===== src/rtl/mem_port_arbiter_if.sv =====
// Memory-side bus of the fetch/data port arbiter: one outstanding request,
// completed by a single-cycle acknowledge.
interface mem_port_arbiter_if;
  logic        mem_req;
  logic        mem_we;
  logic [31:0] mem_addr;
  logic [31:0] mem_wdata;
  logic [3:0]  mem_be;
  logic [31:0] mem_rdata;
  logic        mem_ack;

  modport master (
    output mem_req, mem_we, mem_addr, mem_wdata, mem_be,
    input  mem_rdata, mem_ack
  );

  modport slave (
    input  mem_req, mem_we, mem_addr, mem_wdata, mem_be,
    output mem_rdata, mem_ack
  );
endinterface


===== src/rtl/mem_port_arbiter.sv =====
// Arbitrates an instruction-fetch port and a data port onto one memory bus.
// Data wins ties; each transaction ends with a one-cycle ready pulse.
module mem_port_arbiter #(
  parameter int unsigned TIMEOUT = 15
) (
  input  logic               clk,
  input  logic               rst_n,
  input  logic               if_req,
  input  logic [31:0]        if_addr,
  output logic [31:0]        if_rdata,
  output logic               if_ready,
  input  logic               d_req,
  input  logic               d_we,
  input  logic [1:0]         d_size,
  input  logic [31:0]        d_addr,
  input  logic [31:0]        d_wdata,
  output logic [31:0]        d_rdata,
  output logic               d_ready,
  mem_port_arbiter_if.master mem,
  output logic               stall,
  output logic               bus_err,
  output logic [1:0]         err_code
);

  localparam logic [1:0] IDLE    = 2'd0;
  localparam logic [1:0] IF_WAIT = 2'd1;
  localparam logic [1:0] D_WAIT  = 2'd2;
  localparam logic [1:0] DONE    = 2'd3;

  localparam int unsigned   CntW     = $clog2(TIMEOUT + 1);
  localparam logic [CntW-1:0] CntMax = CntW'(TIMEOUT);
  localparam logic [31:0]   AddrMask = 32'hFFFF_FFFC;

  logic [1:0]      state, state_next;
  logic            armed;
  logic [CntW-1:0] cnt, cnt_inc;
  logic            hw, hi_half;
  logic            d_hw, d_misaligned;
  logic [3:0]      d_be;
  logic [31:0]     d_wdata_fmt, rdata_fmt;
  logic            in_wait, grant_d, grant_if, ack, timeout;

  always_comb begin
    d_hw         = (d_size == 2'b01);
    d_misaligned = d_hw ? d_addr[0] : (d_addr[1:0] != 2'b00);
    d_be         = !d_hw ? 4'b1111 : (d_addr[1] ? 4'b1100 : 4'b0011);
    d_wdata_fmt  = d_hw ? {2{d_wdata[15:0]}} : d_wdata;
    if (!hw) begin
      rdata_fmt = mem.mem_rdata;
    end else if (hi_half) begin
      rdata_fmt = {{16{mem.mem_rdata[31]}}, mem.mem_rdata[31:16]};
    end else begin
      rdata_fmt = {{16{mem.mem_rdata[15]}}, mem.mem_rdata[15:0]};
    end
    cnt_inc  = cnt + 1'b1;
    in_wait  = (state == IF_WAIT) || (state == D_WAIT);
    // armed blocks a grant on the first edge after reset release
    grant_d  = (state == IDLE) && armed && d_req;
    grant_if = (state == IDLE) && armed && !d_req && if_req;
    ack      = in_wait && mem.mem_ack;
    timeout  = in_wait && !mem.mem_ack && (cnt_inc == CntMax);
  end

  always_comb begin
    state_next = state;
    unique case (state)
      IDLE: begin
        if (grant_d) begin
          state_next = d_misaligned ? DONE : D_WAIT;
        end else if (grant_if) begin
          state_next = IF_WAIT;
        end
      end
      IF_WAIT, D_WAIT: begin
        if (ack || timeout) state_next = DONE;
      end
      DONE:    state_next = IDLE;
      default: state_next = IDLE;
    endcase
  end

  always_ff @(posedge clk or negedge rst_n) begin
    if (!rst_n) begin
      state         <= IDLE;
      armed         <= 1'b0;
      cnt           <= '0;
      hw            <= 1'b0;
      hi_half       <= 1'b0;
      mem.mem_req   <= 1'b0;
      mem.mem_we    <= 1'b0;
      mem.mem_addr  <= '0;
      mem.mem_wdata <= '0;
      mem.mem_be    <= '0;
      if_rdata      <= '0;
      d_rdata       <= '0;
      if_ready      <= 1'b0;
      d_ready       <= 1'b0;
      bus_err       <= 1'b0;
      err_code      <= 2'b00;
      stall         <= 1'b0;
    end else begin
      state    <= state_next;
      armed    <= 1'b1;
      if_ready <= 1'b0;
      d_ready  <= 1'b0;
      bus_err  <= 1'b0;
      stall    <= (if_req | d_req) && (state_next != DONE);
      if (grant_d) begin
        cnt     <= '0;
        hw      <= d_hw;
        hi_half <= d_addr[1];
        if (d_misaligned) begin
          err_code <= 2'b01;
          bus_err  <= 1'b1;
          d_rdata  <= '0;
          d_ready  <= 1'b1;
        end else begin
          err_code      <= 2'b00;
          mem.mem_req   <= 1'b1;
          mem.mem_we    <= d_we;
          mem.mem_addr  <= d_addr & AddrMask;
          mem.mem_be    <= d_be;
          mem.mem_wdata <= d_wdata_fmt;
        end
      end else if (grant_if) begin
        cnt          <= '0;
        err_code     <= 2'b00;
        mem.mem_req  <= 1'b1;
        mem.mem_we   <= 1'b0;
        mem.mem_addr <= if_addr & AddrMask;
        mem.mem_be   <= 4'b1111;
      end else if (ack) begin
        mem.mem_req <= 1'b0;
        if (state == D_WAIT) begin
          d_rdata <= rdata_fmt;
          d_ready <= 1'b1;
        end else begin
          if_rdata <= mem.mem_rdata;
          if_ready <= 1'b1;
        end
      end else if (timeout) begin
        mem.mem_req <= 1'b0;
        err_code    <= 2'b10;
        bus_err     <= 1'b1;
        if (state == D_WAIT) begin
          d_rdata <= '0;
          d_ready <= 1'b1;
        end else begin
          if_rdata <= '0;
          if_ready <= 1'b1;
        end
      end else if (in_wait) begin
        cnt <= cnt_inc;
      end
    end
  end

endmodule


===== src/flat_wrapper.sv =====
// flat-port wrapper written by rule: the top's interface ports become plain ports
module mem_port_arbiter_flat 
#(
  parameter int unsigned TIMEOUT = 15
)
  (clk, rst_n, if_req, if_addr, if_rdata, if_ready, d_req, d_we, d_size, d_addr, d_wdata, d_rdata, d_ready, stall, bus_err, err_code, mem_mem_req, mem_mem_we, mem_mem_addr, mem_mem_wdata, mem_mem_be, mem_mem_rdata, mem_mem_ack);
  mem_port_arbiter_if mem_i ();
  input  logic clk;
  input  logic rst_n;
  input  logic if_req;
  input  logic [31:0] if_addr;
  output logic [31:0] if_rdata;
  output logic if_ready;
  input  logic d_req;
  input  logic d_we;
  input  logic [1:0] d_size;
  input  logic [31:0] d_addr;
  input  logic [31:0] d_wdata;
  output logic [31:0] d_rdata;
  output logic d_ready;
  output logic stall;
  output logic bus_err;
  output logic [1:0] err_code;
  output wire logic [$bits(mem_i.mem_req)-1:0] mem_mem_req;
  output wire logic [$bits(mem_i.mem_we)-1:0] mem_mem_we;
  output wire logic [$bits(mem_i.mem_addr)-1:0] mem_mem_addr;
  output wire logic [$bits(mem_i.mem_wdata)-1:0] mem_mem_wdata;
  output wire logic [$bits(mem_i.mem_be)-1:0] mem_mem_be;
  input wire logic [$bits(mem_i.mem_rdata)-1:0] mem_mem_rdata;
  input wire logic [$bits(mem_i.mem_ack)-1:0] mem_mem_ack;
  assign mem_mem_req = mem_i.mem_req;
  assign mem_mem_we = mem_i.mem_we;
  assign mem_mem_addr = mem_i.mem_addr;
  assign mem_mem_wdata = mem_i.mem_wdata;
  assign mem_mem_be = mem_i.mem_be;
  assign mem_i.mem_rdata = mem_mem_rdata;
  assign mem_i.mem_ack = mem_mem_ack;
  mem_port_arbiter #(.TIMEOUT(TIMEOUT)) u_core (.clk(clk), .rst_n(rst_n), .if_req(if_req), .if_addr(if_addr), .if_rdata(if_rdata), .if_ready(if_ready), .d_req(d_req), .d_we(d_we), .d_size(d_size), .d_addr(d_addr), .d_wdata(d_wdata), .d_rdata(d_rdata), .d_ready(d_ready), .mem(mem_i), .stall(stall), .bus_err(bus_err), .err_code(err_code));
endmodule

===== config.mk =====
export PLATFORM = sky130hd
export DESIGN_NAME = mem_port_arbiter_flat
export DESIGN_NICKNAME = d
export VERILOG_FILES = /design/src/rtl/mem_port_arbiter_if.sv /design/src/rtl/mem_port_arbiter.sv /design/src/flat_wrapper.sv
export SDC_FILE = /design/constraint.sdc
export NUM_CORES = 1
export LEC_CHECK = 0
export BUFFER_PORTS_ARGS = -buffer_cell sky130_fd_sc_hd__buf_2
export CORE_UTILIZATION = 35
export DETAILED_ROUTE_END_ITERATION = 7
export PLACE_DENSITY = 0.58
export SLEW_MARGIN = 20
export SYNTH_ARGS = -nofsm -noshare
export SYNTH_HDL_FRONTEND = slang
export SYNTH_SLANG_ARGS = --single-unit

===== constraint.sdc =====
create_clock -name clk -period 2.65 [get_ports clk]
set_input_delay 0 -clock clk [delete_from_list [all_inputs] [get_ports clk]]
set_output_delay 0 -clock clk [all_outputs]
set_load 0.01 [all_outputs]

==> out/metrics.cfg <==
[synth]
synthMostInstantiatedCell=sky130_fd_sc_hd__dfrtp_1
netlist.top_cell.by_area=sky130_fd_sc_hd__dfrtp_1
ys_async_sr_fraction_pct=100.0
seq_area_frac_synth_pct=57.36
synth.top_cell.area_share_pct=57.36
cells_after_synth=548
post_synth_instance_area_um2=6326
dominant_synthesized_flop_cell=sky130_fd_sc_hd__dfrtp_1
flip_flop_and_latch_count_after_synthesis=145
synth.top_cells.by_area=sky130_fd_sc_hd__dfrtp_1 (57%), sky130_fd_sc_hd__mux2i_1 (7.3%), sky130_fd_sc_hd__a22o_1 (4.8%)
avgSynthCellArea_um2=11.54
synth_commonest_cells=sky130_fd_sc_hd__dfrtp_1 (145), sky130_fd_sc_hd__nand2_1 (81), sky130_fd_sc_hd__mux2i_1 (46), sky130_fd_sc_hd__o21ai_0 (36), sky130_fd_sc_hd__a22o_1 (35)
synth_enable_flop_cells=0
synthesis.yosys.warnings=0
post_synth_cell_types=44

[floorplanning]
placement_rows=48
die-height_um=136.4
die_width_um=136.4
io_pins=276
coreArea_um2=17480
starting_density_pct=36.20
floorplan.die_area_um2=18620

[placement]
finalWeightedCongestion=0.8486
hpwl_um=13580
portBuffers=271
dpl_worst_slack_ps=484.8

[global_routing]
grtUsageTotal_pct=22.36
first_pass_grt_wire_length_um=31480
global_route.overflow_total=0
grt_antenna_before_repair=2
via_count_of_the_first_global_routing_pass=5996
grt_max_degree=71

[clocking]
clk_transition_reported_paths_ps=60
tritoncts=done
cts_buffers=17
cts.sink_count=145
cts_root_buf=sky130_fd_sc_hd__clkbuf_16
cts_htree_levels=4
worstSkewPairLatency_ps=420
ctsLongestPathBuffers=2

[status]
outcome=complete, no violations

[critical_path]
cp_data_required_time_ps=2910
worst-setup-path-type=reg -> reg
data_arrival_time_of_the_worst_path_ps=2690
critical_path.max_fanout=34
worst_setup_path_start_kind=flop
worstSetupEndpointType=flop

[route]
drc=0
detail_route.first_pass.iterations=7
wire_per_inst_um=17.02
detail_route.wirelength_um=20280
dr_total_vias=5855
drt.antenna.violating_nets=0
first_iter_violations=326
post_drt_via_cell_ratio=4.912

[power]
cellPowerDensity_nw_per_um2=1026
leakagePower_uw=0.005102
seq_power_share_pct=36.2
combinationalPowerShare_pct=39.4
switching_share_pct=34.90
switching_power_uw=3551
power_frac_clock_pct=24.4
ir_worst_vdd_mv=0.5033
p_int_uw=6625

[finish]
area_growth_syn_to_layout_pct=56.84
num-nets-final=1091
fillerInstances=1462
fraction_of_final_layout_cells_with_drive_strength_greater_than_1_pct=36.51
layout.core_utilization_pct=56.77

[sta]
whs_ps=35.39
period_utilisation_layout_pct=91.62
setup-tns-final_ps=0
finalWorstSetupSlack_ps=222.0
grt_setup_unrepaired=no
timing_worst_slew_pin_value_ps=702.8
fmaxAchievable_mhz=411.9
slew_viol_final=0
timing.final.setup_violations=0
finalWorstPathRequiredPeriod_ps=2428
finalHoldViolCount=0
worst_slew_margin_rel_pct=53.03
finClkSkew_ps=8.245

[run]
max_cap_violations=0

[min_path]
timing.hold.worst.class=in -> reg

## placed cells by master (no fill, tap or decap), types with 17 or more instances in the layout
| master | netlist | final |
|---|---|---|
| sky130_fd_sc_hd__o2bb2ai_1 | 22 | 22 |
| sky130_fd_sc_hd__buf_2 | 13 | 270 |
| sky130_fd_sc_hd__a22o_1 | 35 | 35 |
| sky130_fd_sc_hd__a21oi_1 | 22 | 22 |
| sky130_fd_sc_hd__dlygate4sd3_1 | 0 | 137 |
| sky130_fd_sc_hd__clkbuf_16 | 0 | 17 |
| sky130_fd_sc_hd__o21ai_0 | 36 | 36 |
| sky130_fd_sc_hd__nand2_1 | 81 | 81 |
| sky130_fd_sc_hd__mux2i_1 | 46 | 46 |
| sky130_fd_sc_hd__dfrtp_1 | 145 | 145 |
| sky130_fd_sc_hd__nor2_1 | 26 | 26 |
## path summary, 6_finish.rpt
check / start / cells past startpoint / slack, ps / end
min: d_req / 3 / 40 / u_core.hi_half
max: u_core.state[1] / 7 / 220 / u_core.mem.mem_addr[24]
min in group asynchronous: rst_n / 2 / 140 / u_core.mem.mem_addr[10]
max reg2reg: u_core.state[1] / 7 / 220 / u_core.mem.mem_addr[24]
min reg2reg: u_core.mem.mem_addr[9] / 2 / 480 / u_core.mem.mem_addr[9]
max in group asynchronous: rst_n / 3 / 1600 / u_core.if_rdata[16]
## repair_timing
item                                    4_1_cts  5_1_grt
endpoints found under the setup margin        0        7
hold buffers                                137        0
gates resized for setup                       0        1
setup buffers                                 0        0
hold endpoints to repair                    196        0
## flip-flops by register name, indices dropped and copies added (netlist names), 2 cells and up
| signal | flops |
|---|---|
| u_core.mem.mem_be | 2 |
| u_core.err_code | 2 |
| u_core.mem.mem_addr | 30 |
| u_core.state | 2 |
| u_core.mem.mem_wdata | 32 |
| u_core.d_rdata | 32 |
| u_core.cnt | 4 |
| u_core.if_rdata | 32 |
## worst max-delay path: stages, from the launching register on
cell and delay, ps:
sky130_fd_sc_hd__dfrtp_1 420, sky130_fd_sc_hd__inv_1 70, sky130_fd_sc_hd__ha_1 270, sky130_fd_sc_hd__nand3_2 170, sky130_fd_sc_hd__buf_6 360, sky130_fd_sc_hd__mux2i_1 260, sky130_fd_sc_hd__dlygate4sd3_1 590, sky130_fd_sc_hd__o21ai_0 100
## routing by layer
metal | up-vias | GRT usage [%] | part of all wire [%]
met3 | 38 | 5.667 | 5.6
li1 | 2773 | - | -
met2 | 189 | 36.66 | 50
met1 | 2855 | 27.88 | 41
met5 | - | 0 | 0
met4 | 0 | 9.444 | 2.7
## metrics by stage
step | instances | total power, uW | area (um2)
3_3_place_gp | 1020 | 7278 | 7921
5_1_grt | 1191 | 10780 | 9920
6_report | 1192 | 10180 | 9922
3_5_place_dp | 1020 | 7398 | 7921
2_1_floorplan | 549 | 5796 | 6330
4_1_cts | 1189 | 10230 | 9911
## power groups by stage
| stage | clock [uW] | sequential [uW] | combinational (uW) |
|---|---|---|---|
| finish | 2480 | 3690 | 4010 |
| global route | 2630 | 3790 | 4360 |
| floorplan | 0 | 4060 | 1730 |
| global placement | 0 | 3660 | 3610 |
| CTS | 2540 | 3680 | 4010 |
| detailed placement | 0 | 3690 | 3700 |
## cell families after synthesis
kind of cell    count (synthesis)  synth area share [%]
compound gates                150                 18.02
flops                         145                 57.36
simple gates                  138                 9.731
mux                            62                 10.13
buf+inv                        46                 3.718
fa+ha+maj                       4                0.7912
other cells                     2                0.1187
xor+xnor                        1                0.1385
## cell type report
cell class / count / area (um2) / area share [%]
Inverter: 7 / 26.28 / 0.2648
Clock inverter: 7 / 122.6 / 1.236
Antenna cell: 3 / 7.507 / 0.07566
Multi-Input combinational cell: 358 / 2492 / 25.12
Clock buffer: 25 / 495.5 / 4.994
Tap cell: 225 / 281.5 / 2.837
Sequential cell: 145 / 3628 / 36.57
Timing Repair Buffer: 422 / 2868 / 28.90
(Power assumes the default switching activity.)
